$ cat src/rtl/fifo_rd_stream_pkg.sv
// fifo_rd_stream_pkg
//   Shared definitions for the split-memory, non-power-of-two dual-clock FIFO.
//   Used by both the read side (fifo_rd_stream) and the write side.
//   - len_sum()   : total depth of the large + small memory pair
//   - ptr_inc()   : address/lap advance with the FIFO's wrap rule
//   - occupancy() : words present between a write and a read pointer
//   Pointers are carried at a fixed 32-bit width here; callers cast to and
//   from their own PW-bit ports.
package fifo_rd_stream_pkg;

  localparam int unsigned PTR_MAXW = 32;

  typedef logic [PTR_MAXW-1:0] addr_t;

  // Address plus lap bit; the lap bit toggles every time the address wraps.
  typedef struct packed {
    logic  lap;
    addr_t adr;
  } fptr_t;

  function automatic int unsigned len_sum(input int unsigned log_a,
                                          input int unsigned log_b);
    return (32'd1 << log_a) + (32'd1 << log_b);
  endfunction

  // The depth is not a power of two, so the wrap is an explicit compare
  // against the last address rather than a natural counter rollover.
  function automatic fptr_t ptr_inc(input fptr_t p, input int unsigned lsum);
    fptr_t r;
    if (p.adr == addr_t'(lsum - 1)) begin
      r.adr = '0;
      r.lap = ~p.lap;
    end else begin
      r.adr = p.adr + addr_t'(1);
      r.lap = p.lap;
    end
    return r;
  endfunction

  // Same lap: plain difference. Different lap: writer has wrapped once more
  // than the reader, so the gap runs through the end of the address space.
  function automatic logic [PTR_MAXW:0] occupancy(input fptr_t w,
                                                  input fptr_t r,
                                                  input int unsigned lsum);
    if (w.lap == r.lap) begin
      return {1'b0, w.adr} - {1'b0, r.adr};
    end else begin
      return {1'b0, addr_t'(lsum)} - {1'b0, r.adr} + {1'b0, w.adr};
    end
  endfunction

endpackage

$ cat src/rtl/fifo_rd_stream_if.sv
// fifo_rd_stream_if
//   Valid/ready stream carrying FIFO read data downstream.
//   m_valid : word present on m_data
//   m_data  : DW-bit payload
//   m_ready : consumer accepts the word this cycle
//   master modport drives valid/data, slave modport drives ready.
interface fifo_rd_stream_if #(
  parameter int unsigned DW = 32
) ();

  logic          m_valid;
  logic [DW-1:0] m_data;
  logic          m_ready;

  modport master (output m_valid, output m_data, input m_ready);
  modport slave  (input m_valid, input m_data, output m_ready);

endinterface

$ cat src/rtl/fifo_rd_obuf.sv
// fifo_rd_obuf
//   Small single-clock circular buffer that absorbs FIFO read data while the
//   stream consumer stalls.
//   clk, rst_n : clock, asynchronous active-low reset
//   clr        : synchronous clear of indices and count, wins over push/pop
//   push, din  : write one word
//   pop        : remove the head word (ignored when empty)
//   dout       : head word
//   count      : number of stored words, 0..2**LOG
module fifo_rd_obuf #(
  parameter int unsigned DW  = 32,
  parameter int unsigned LOG = 2
) (
  input  logic          clk,
  input  logic          rst_n,
  input  logic          clr,
  input  logic          push,
  input  logic [DW-1:0] din,
  input  logic          pop,
  output logic [DW-1:0] dout,
  output logic [LOG:0]  count
);

  localparam int unsigned DEPTH = 1 << LOG;

  logic [DW-1:0]  mem_q [DEPTH];
  logic [DW-1:0]  mem_d [DEPTH];
  logic [LOG-1:0] widx_q, widx_d;
  logic [LOG-1:0] ridx_q, ridx_d;
  logic [LOG:0]   count_q, count_d;
  logic           pop_ok;

  always_comb begin
    mem_d   = mem_q;
    widx_d  = widx_q;
    ridx_d  = ridx_q;
    count_d = count_q;
    pop_ok  = pop & (count_q != '0);
    if (clr) begin
      widx_d  = '0;
      ridx_d  = '0;
      count_d = '0;
    end else begin
      if (push) begin
        mem_d[widx_q] = din;
        widx_d        = widx_q + 1'b1;
      end
      if (pop_ok) begin
        ridx_d = ridx_q + 1'b1;
      end
      // Land and pop in the same cycle cancel out.
      if (push & ~pop_ok) begin
        count_d = count_q + 1'b1;
      end else if (~push & pop_ok) begin
        count_d = count_q - 1'b1;
      end
    end
  end

  always_ff @(posedge clk or negedge rst_n) begin
    if (!rst_n) begin
      mem_q   <= '{default: '0};
      widx_q  <= '0;
      ridx_q  <= '0;
      count_q <= '0;
    end else begin
      mem_q   <= mem_d;
      widx_q  <= widx_d;
      ridx_q  <= ridx_d;
      count_q <= count_d;
    end
  end

  assign dout  = mem_q[ridx_q];
  assign count = count_q;

  // The controller's credit accounting must never let a word land in a
  // full buffer.
  a_no_overflow: assert property (@(posedge clk) disable iff (!rst_n)
    !(push && !clr && count_q == (LOG+1)'(DEPTH)));

endmodule

$ cat src/rtl/fifo_rd_stream.sv
// fifo_rd_stream
//   Read-side controller of the split-memory dual-clock FIFO. Converts the
//   FIFO's deq/dot read port into a valid/ready stream, tracking the read
//   pointer with the FIFO wrap rule and issuing reads only when data is
//   present and output-buffer space is guaranteed.
//   CLK, RST_X  : read clock, asynchronous active-low reset
//   srst        : synchronous clear (shared with the FIFO RRST)
//   wptr, wlap  : write pointer/lap, already synchronized into CLK domain
//   deq, dot    : FIFO read strobe and read data (dot valid RD_LAT later)
//   rptr, rlap  : read pointer/lap exported to the write side
//   m           : output stream (master side)
module fifo_rd_stream
  import fifo_rd_stream_pkg::*;
#(
  parameter int unsigned DW        = 32,
  parameter int unsigned LEN_LOG_A = 12,
  parameter int unsigned LEN_LOG_B = 9,
  parameter int unsigned LEN_SUM   = len_sum(LEN_LOG_A, LEN_LOG_B),
  parameter int unsigned PW        = LEN_LOG_A + 1,
  parameter int unsigned RD_LAT    = 2,
  parameter int unsigned OB_LOG    = 2
) (
  input  logic                CLK,
  input  logic                RST_X,
  input  logic                srst,
  input  logic [PW-1:0]       wptr,
  input  logic                wlap,
  output logic                deq,
  input  logic [DW-1:0]       dot,
  output logic [PW-1:0]       rptr,
  output logic                rlap,
  fifo_rd_stream_if.master    m
);

  localparam int unsigned OB_DEPTH = 1 << OB_LOG;
  // Wide enough for ob_count + inflight, both bounded by OB_DEPTH.
  localparam int unsigned CW       = OB_LOG + 2;

  logic [PW-1:0]     rptr_q, rptr_d;
  logic              rlap_q, rlap_d;
  logic [RD_LAT-1:0] vld_q, vld_d;

  fptr_t             wp, rp, inc_p;
  logic [PTR_MAXW:0] occ;
  logic [CW-1:0]     inflight;
  logic [CW-1:0]     used;
  logic              has_cred;
  logic              issue;

  logic [OB_LOG:0]   ob_count;
  logic [DW-1:0]     ob_dout;
  logic              ob_valid;
  logic              ob_pop;
  logic              land;

  always_comb begin
    inflight = '0;
    for (int unsigned i = 0; i < RD_LAT; i++) begin
      inflight = inflight + CW'(vld_q[i]);
    end
  end

  always_comb begin
    wp       = '{lap: wlap,   adr: addr_t'(wptr)};
    rp       = '{lap: rlap_q, adr: addr_t'(rptr_q)};
    occ      = occupancy(wp, rp, LEN_SUM);
    inc_p    = ptr_inc(rp, LEN_SUM);
    used     = CW'(ob_count) + inflight;
    has_cred = used < CW'(OB_DEPTH);
    issue    = ~srst & (occ != '0) & has_cred;

    rptr_d = rptr_q;
    rlap_d = rlap_q;
    vld_d  = RD_LAT'({vld_q, issue});
    if (srst) begin
      rptr_d = '0;
      rlap_d = 1'b0;
      vld_d  = '0;
    end else if (issue) begin
      rptr_d = PW'(inc_p.adr);
      rlap_d = inc_p.lap;
    end
  end

  always_ff @(posedge CLK or negedge RST_X) begin
    if (!RST_X) begin
      rptr_q <= '0;
      rlap_q <= 1'b0;
      vld_q  <= '0;
    end else begin
      rptr_q <= rptr_d;
      rlap_q <= rlap_d;
      vld_q  <= vld_d;
    end
  end

  // The reset gate is applied only to the exported strobe, not to the
  // internal issue term that feeds the pointer flops, so the async reset
  // net never enters a flop data path.
  assign deq  = issue & RST_X;
  assign rptr = rptr_q;
  assign rlap = rlap_q;

  assign land     = vld_q[RD_LAT-1];
  assign ob_valid = (ob_count != '0);
  assign ob_pop   = ob_valid & m.m_ready;

  fifo_rd_obuf #(
    .DW  (DW),
    .LOG (OB_LOG)
  ) u_obuf (
    .clk   (CLK),
    .rst_n (RST_X),
    .clr   (srst),
    .push  (land),
    .din   (dot),
    .pop   (ob_pop),
    .dout  (ob_dout),
    .count (ob_count)
  );

  assign m.m_valid = ob_valid;
  assign m.m_data  = ob_dout;

endmodule
$ cat src/flat_wrapper.sv
// flat-port wrapper written by rule: the top's interface ports become plain ports
module fifo_rd_stream_flat import fifo_rd_stream_pkg::*;
#(
  parameter int unsigned DW        = 32,
  parameter int unsigned LEN_LOG_A = 12,
  parameter int unsigned LEN_LOG_B = 9,
  parameter int unsigned LEN_SUM   = len_sum(LEN_LOG_A, LEN_LOG_B),
  parameter int unsigned PW        = LEN_LOG_A + 1,
  parameter int unsigned RD_LAT    = 2,
  parameter int unsigned OB_LOG    = 2
)
  (CLK, RST_X, srst, wptr, wlap, deq, dot, rptr, rlap, m_m_valid, m_m_data, m_m_ready);
  fifo_rd_stream_if #(.DW(DW)) m_i ();
  input  logic CLK;
  input  logic RST_X;
  input  logic srst;
  input  logic [PW-1:0] wptr;
  input  logic wlap;
  output logic deq;
  input  logic [DW-1:0] dot;
  output logic [PW-1:0] rptr;
  output logic rlap;
  output wire logic [$bits(m_i.m_valid)-1:0] m_m_valid;
  output wire logic [$bits(m_i.m_data)-1:0] m_m_data;
  input wire logic [$bits(m_i.m_ready)-1:0] m_m_ready;
  assign m_m_valid = m_i.m_valid;
  assign m_m_data = m_i.m_data;
  assign m_i.m_ready = m_m_ready;
  fifo_rd_stream #(.DW(DW), .LEN_LOG_A(LEN_LOG_A), .LEN_LOG_B(LEN_LOG_B), .LEN_SUM(LEN_SUM), .PW(PW), .RD_LAT(RD_LAT), .OB_LOG(OB_LOG)) u_core (.CLK(CLK), .RST_X(RST_X), .srst(srst), .wptr(wptr), .wlap(wlap), .deq(deq), .dot(dot), .rptr(rptr), .rlap(rlap), .m(m_i));
endmodule
$ cat config.mk
export PLATFORM = sky130hd
export DESIGN_NAME = fifo_rd_stream_flat
export DESIGN_NICKNAME = d
export VERILOG_FILES = /design/src/rtl/fifo_rd_stream_pkg.sv /design/src/rtl/fifo_rd_stream_if.sv /design/src/rtl/fifo_rd_obuf.sv /design/src/rtl/fifo_rd_stream.sv /design/src/flat_wrapper.sv
export SDC_FILE = /design/constraint.sdc
export NUM_CORES = 1
export LEC_CHECK = 0
export CAP_MARGIN = 20
export CORE_MARGIN = 10
export CORE_UTILIZATION = 28
export CTS_CLUSTER_DIAMETER = 30
export DETAILED_ROUTE_END_ITERATION = 7
export PLACE_DENSITY = 0.47
export RECOVER_POWER = 100
export SKIP_LAST_GASP = 1
export SLEW_MARGIN = 15
export SYNTH_ARGS = -nofsm -noshare
export SYNTH_HDL_FRONTEND = slang
export SYNTH_SLANG_ARGS = --single-unit
$ cat constraint.sdc
create_clock -name CLK -period 14.4 [get_ports CLK]
set_input_delay 4.32 -clock CLK [delete_from_list [all_inputs] [get_ports CLK]]
set_output_delay 4.32 -clock CLK [all_outputs]
set_load 0.05 [all_outputs]
Yosys cells after proc, flatten, opt, wreduce, memory -nomap -nowiden
Cells that the tools add are included.
W data, S select, Z words.
{ "totals": {"register_bits": 151, "inputBits": 50, "out_inout_bits": 48, "word_cells": 69} }
{ "op_classes": {"addsub": 10, "magnitude_cmp": 4, "n_eq_ne": 2, "n_mux": 20, "bitwise": 13, "reduce_logical": 10} }
{ "op_table": {"columns": ["cell", "count"], "rows": [
  ["$bwmux W128", 1],
  ["$mux W32", 3],
  ["$mux W33", 2],
  ["$bmux W32 S2", 1],
  ["$demux W32 S2", 1],
  ["$add A33 B13 Y33", 1],
  ["$reduce_bool A33 Y1", 1],
  ["$mux W13", 2],
  ["$add A13 B1 Y14 const B", 1],
  ["$sub A13 B13 Y14", 1],
  ["$sub A13 B13 Y14 const A", 1],
  ["$eq A13 B13 Y1 const B", 1],
  ["$mux W2", 5],
  ["$mux W3", 3],
  ["$reduce_bool A2 Y1", 4],
  ["$and A1 B1 Y1", 7],
  ["$ge A3 B3 Y1 const B", 2],
  ["$not A2 Y3", 2],
  ["$reduce_bool A3 Y1", 2],
  ["$add A2 B1 Y2 const B", 2],
  ["$add A3 B4 Y4", 1],
  ["$lt A4 B3 Y1 const B", 1],
  ["$not A1 Y1", 4],
  ["$reduce_and A2 Y1", 2],
  ["other kinds (7)", 8]
]} }

Depth between registers and ports, before layout
{ "depth": {"ltp_word": 8, "mapped_depth": 22, "depth_no_buf": 21} }

By module
Synthesis repeated with hierarchy kept, for this count alone.
{ "unflattened": {"hier_cells": 693, "hier_area_um2": 8695.8} }
{ "by_module_without_submodules": {"columns": ["module", "n_inst", "cells_each", "area_each_um2", "seq_area_each_um2"], "rows": [
  ["fifo_rd_obuf", 1, 361, 6140.9, 3378.2],
  ["fifo_rd_stream", 1, 332, 2555.0, 400.4]
]} }

Least setup slack after synthesis
Ideal clock, no wire load.
{ "synth_timing": {"path_type": "input to output", "from": "in wptr[0]", "to": "out deq", "arrival_ns": 8.111, "required_ns": 10.080, "path_slack_ns": 1.969, "cell_stages": 17, "n_path_buf": 1, "cell_sequence": "ha_1 -> inv_1 -> fa_1 -> nor2b_1 -> o2111ai_1 -> a31oi_1 -> o22ai_1 -> o21ai_0 -> nand2_1 -> ha_1 -> or4b_2 -> a2111oi_2 -> o2111ai_1 -> o32ai_4 -> a21oi_2 -> buf_2 -> and2_1"} }
{ "synth_via": {"elab_chain_cells": 6, "elab_cells_between_ends": 7, "classes_between": "add/sub: 2; mux: 1; bitwise: 3; reduce/logical: 1"} }
{ "synth_rtl": {"columns": ["item", "line", "rtl"], "rows": [
  ["start, declared", "flat_wrapper.sv:17", "input logic [PW-1:0] wptr;"],
  ["$add A33 B13 Y33 or $sub A13 B13 Y14 (tied branches)", "fifo_rd_stream_pkg.sv:48, fifo_rd_stream_pkg.sv:46", null],
  ["$mux W33 *", "fifo_rd_stream_pkg.sv:45", "if (w.lap == r.lap) begin"],
  ["$reduce_bool A33 Y1 *", "fifo_rd_stream.sv:70", "issue = ~srst & (occ != '0) & has_cred;"],
  ["$and A1 B1 Y1 * (2 in series)", "fifo_rd_stream.sv:70", null],
  ["$and A1 B1 Y1 *", "fifo_rd_stream.sv:100", "assign deq = issue & RST_X;"],
  ["end, declared", "flat_wrapper.sv:19", "output logic deq;"]
]} }
Every way passes the cells marked *; elsewhere a longest branch is shown, timed or not.

Final worst setup path
{ "layout_timing": {"from": "in wptr[5]", "to": "out deq"} }
The elaborated chain is that of the path after synthesis.

==> impl_metrics.json <==
{
  "status": "finished with violations",
  "ctsHoldBuffers": 0,
  "worst_pin_slew_ns": 3.19,
  "ir_drop_mv": 0.107,
  "start_util_pct": 28.5,
  "p_leak_nw": 4.51,
  "tns_ns": 0,
  "crit_slowest_cell": "clkdlybuf4s50_1",
  "ys_warn_count": 0,
  "r2r_end": "u_core.rptr[11]",
  "hp-start": "u_core.u_obuf.mem_q[37]",
  "clk_pin_slew_worst_paths_ns": 0.07,
  "synthFlopType": "dfrtp_1",
  "cp_num_buf_inv": 2,
  "drive_gt1_share_pct": 26.1,
  "grt_pass1_vias": 6181,
  "clk_latency_ns": 0.43,
  "path_cells": "clkdlybuf4s50_1 > ha_1 > nand4_1 > nor4b_1 > nor2_1 > a211o_1 > o21bai_1 > a21oi_1 > nand2b_1 > ha_1 > or4b_2 > a2111oi_0 > o2111ai_1 > o32ai_4 > a21oi_1 > and2_1 > clkdlybuf4s50_1",
  "finalSetupViolations": 0,
  "drt-pass1-iter-count": 6,
  "dp_hpwl_um": 15400,
  "clockBufferDepth": 2,
  "final_common_cell": "dfrtp_1",
  "yosys.area.top_type": "dfrtp_1",
  "ys_async_sr_fraction_pct": 100,
  "synth-edff-count": 0,
  "cp_max_fo": 5,
  "yosys.area.top_type_share_pct": 44.6,
  "max_stage_delay_ns": 0.74,
  "synthCells": 685,
  "dieArea_um2": 37600,
  "synth_area_um2": 8470,
  "min_path_type": "reg2reg",
  "rows": 63,
  "ios": 98,
  "antenna_found_initial": 1,
  "drtIter0Drc": 239,
  "post_cts_buffers": 0,
  "worstSetupEndpointType": "output port",
  "die_h_um": 194,
  "synth_nets": 777,
  "vias_per_cell": 4.86,
  "detail_route.drc_violations": 0,
  "worstPathRequired_ns": 10.08,
  "final_cell_mix": "150 x dfrtp_1, 129 x mux2_2, 49 x clkdlybuf4s50_1",
  "grt_max_degree": 58,
  "globalplace.congestion": 0.810,
  "wirelength_um": 21800,
  "powerDensity_nw_per_um2": 201,
  "min_period_ns": 13.90,
  "fillers": 2970,
  "finalCritPeriodShare_pct": 96.5,
  "cts_tree": "built",
  "cts.repair.resized": 0,
  "clkSinkCount": 151,
  "finalHoldViolCount": 0,
  "path_delay_family": "simple AND/OR/NAND/NOR gates",
  "ys_types": 67,
  "start_kind": "primary input",
  "cts-buffers-inserted": 17,
  "rsz0062_at_grt": "no",
  "h-tree-depth": 4,
  "synthTopCellsByArea": "dfrtp_1 45%, mux2_2 17%, mux4_2 8.5%",
  "multiInputGateArea_um2": 4410,
  "grt-ovfl-total": 0,
  "ys_ff_latch": 151,
  "vias": 5728,
  "antenna_cells": 0,
  "post-route-util_pct": 35.0,
  "clock-skew-final_ns": 0.0108,
  "r2r_slack_ns": 7.85,
  "min_path_cells": 1,
  "grt_usage_pct": 11.8,
  "crit_arrival_ns": 9.58,
  "dieWidth_um": 194,
  "core-area_um2": 29700,
  "seq_area_frac_synth_pct": 44.6,
  "cap_violations": 7,
  "rr_worst_depth": 20,
  "nets": 869,
  "relSlewSlack_pct": -113,
  "fmax_mhz": 71.9,
  "drv_slew": 278,
  "min_to": "u_core.u_obuf.mem_q[37]",
  "violations": "capacitance limit, slew limit",
  "ff_latch_area_um2": 3780,
  "grt_pass1_wl_um": 35600,
  "wl_per_cell_um": 18.5,
  "io_buffer_count": 97,
  "area_growth_pct": 22.6,
  "crit_type": "in2out",
  "syn_avg_cell_area_um2": 12.4,
  "ant_nets": 0,
  "root_buffer": "clkbuf_16",
  "rr_startpoint": "u_core.rptr[2]"
}
==> per-stage QoR <==
| step | instance area [um2] | total power (W) | cells | setup slack (ns) | hold slack, ns |
|---|---|---|---|---|---|
| 6_report | 10400 | 0.00209 | 1179 | 0.500 | 0.500 |
| 5_1_grt | 10400 | 0.00223 | 1179 | 0.204 | 0.511 |
| 4_1_cts | 10500 | 0.00216 | 1179 | 0.660 | 0.504 |
| 3_5_place_dp | 9870 | 0.00170 | 1148 | 0.679 | 0.488 |
| 3_3_place_gp | 9870 | 0.00170 | 1148 | 0.688 | 0.481 |
| 2_1_floorplan | 8470 | 0.00138 | 685 | 1.97 | 0.468 |
==> state kept, by name, indices dropped and copies added (netlist names) <==
| name | flops |
|---|---|
| u_core.u_obuf.ridx_q | 2 |
| u_core.rptr | 13 |
| u_core.u_obuf.widx_q | 2 |
| u_core.vld_q | 2 |
| u_core.rlap | 1 |
| u_core.u_obuf.count | 3 |
| u_core.u_obuf.mem_q | 128 |
==> cell families after synthesis <==
group           synth area share (%)
mux                             26.3
flops                           44.6
simple gates                    7.94
compound gates                  8.52
buf+inv                         3.13
fa+ha+maj                       6.47
xor+xnor                        3.10
==> cell type report <==
class | instances | share of cell area (%)
Multi-Input combinational cell | 467 | 42.4
Clock buffer | 17 | 4.09
Sequential cell | 151 | 36.4
Inverter | 32 | 1.16
Timing Repair Buffer | 108 | 9.75
Tap cell | 390 | 4.69
Clock inverter | 14 | 1.49
==> synth_stat cells (all sizes together), types with 6 or more instances <==
library cell,n
dfrtp,151
mux2,130
xor2,7
xnor2,23
nand2,31
a21oi,21
o21ai,18
inv,32
nor2b,7
buf,22
a211oi,6
ha,39
clkbuf,13
nand2b,6
mux4,32
nand3,12
nor2,34
nand4,9
nor3,13
==> power by group <==
group | switching [W] | internal (W)
Combinational | 0.000608 | 0.000433
Clock | 0.000198 | 0.000245
Sequential | 0.0000651 | 0.000544
==> worst register-to-register path, delay by kind of cell (launching register included) <==
kind | cells | cell delay, ns
multiplexers | 1 | 0.33
AND/OR/NAND/NOR | 8 | 2.86
adder cells (fa/ha/maj) | 2 | 0.59
flip-flops | 1 | 0.52
XOR/XNOR | 1 | 0.15
AO/OA/AOI/OAI | 7 | 1.57
buffers and inverters | 1 | 0.43
==> worst max path at each step <==
stage | slack (ns) | startpoint | cells after the start | to
after floorplan | 1.97 | wptr[0] | 17 | deq
after global placement | 0.69 | wptr[5] | 17 | deq
after detailed placement | 0.68 | wptr[5] | 17 | deq
after CTS | 0.66 | wptr[5] | 17 | deq
after global routing | 0.20 | wptr[0] | 18 | deq
final | 0.50 | wptr[5] | 17 | deq
==> routing by layer <==
| layer | share of wire (%) | global-route usage [%] |
|---|---|---|
| met1 | 48 | 15.5 |
| met2 | 47 | 19.0 |
| met3 | 4.3 | 3.18 |
| met4 | 1.0 | 2.44 |
| met5 | 0.055 | 0 |
No activity file was read; power rests on OpenSTA's default activity.
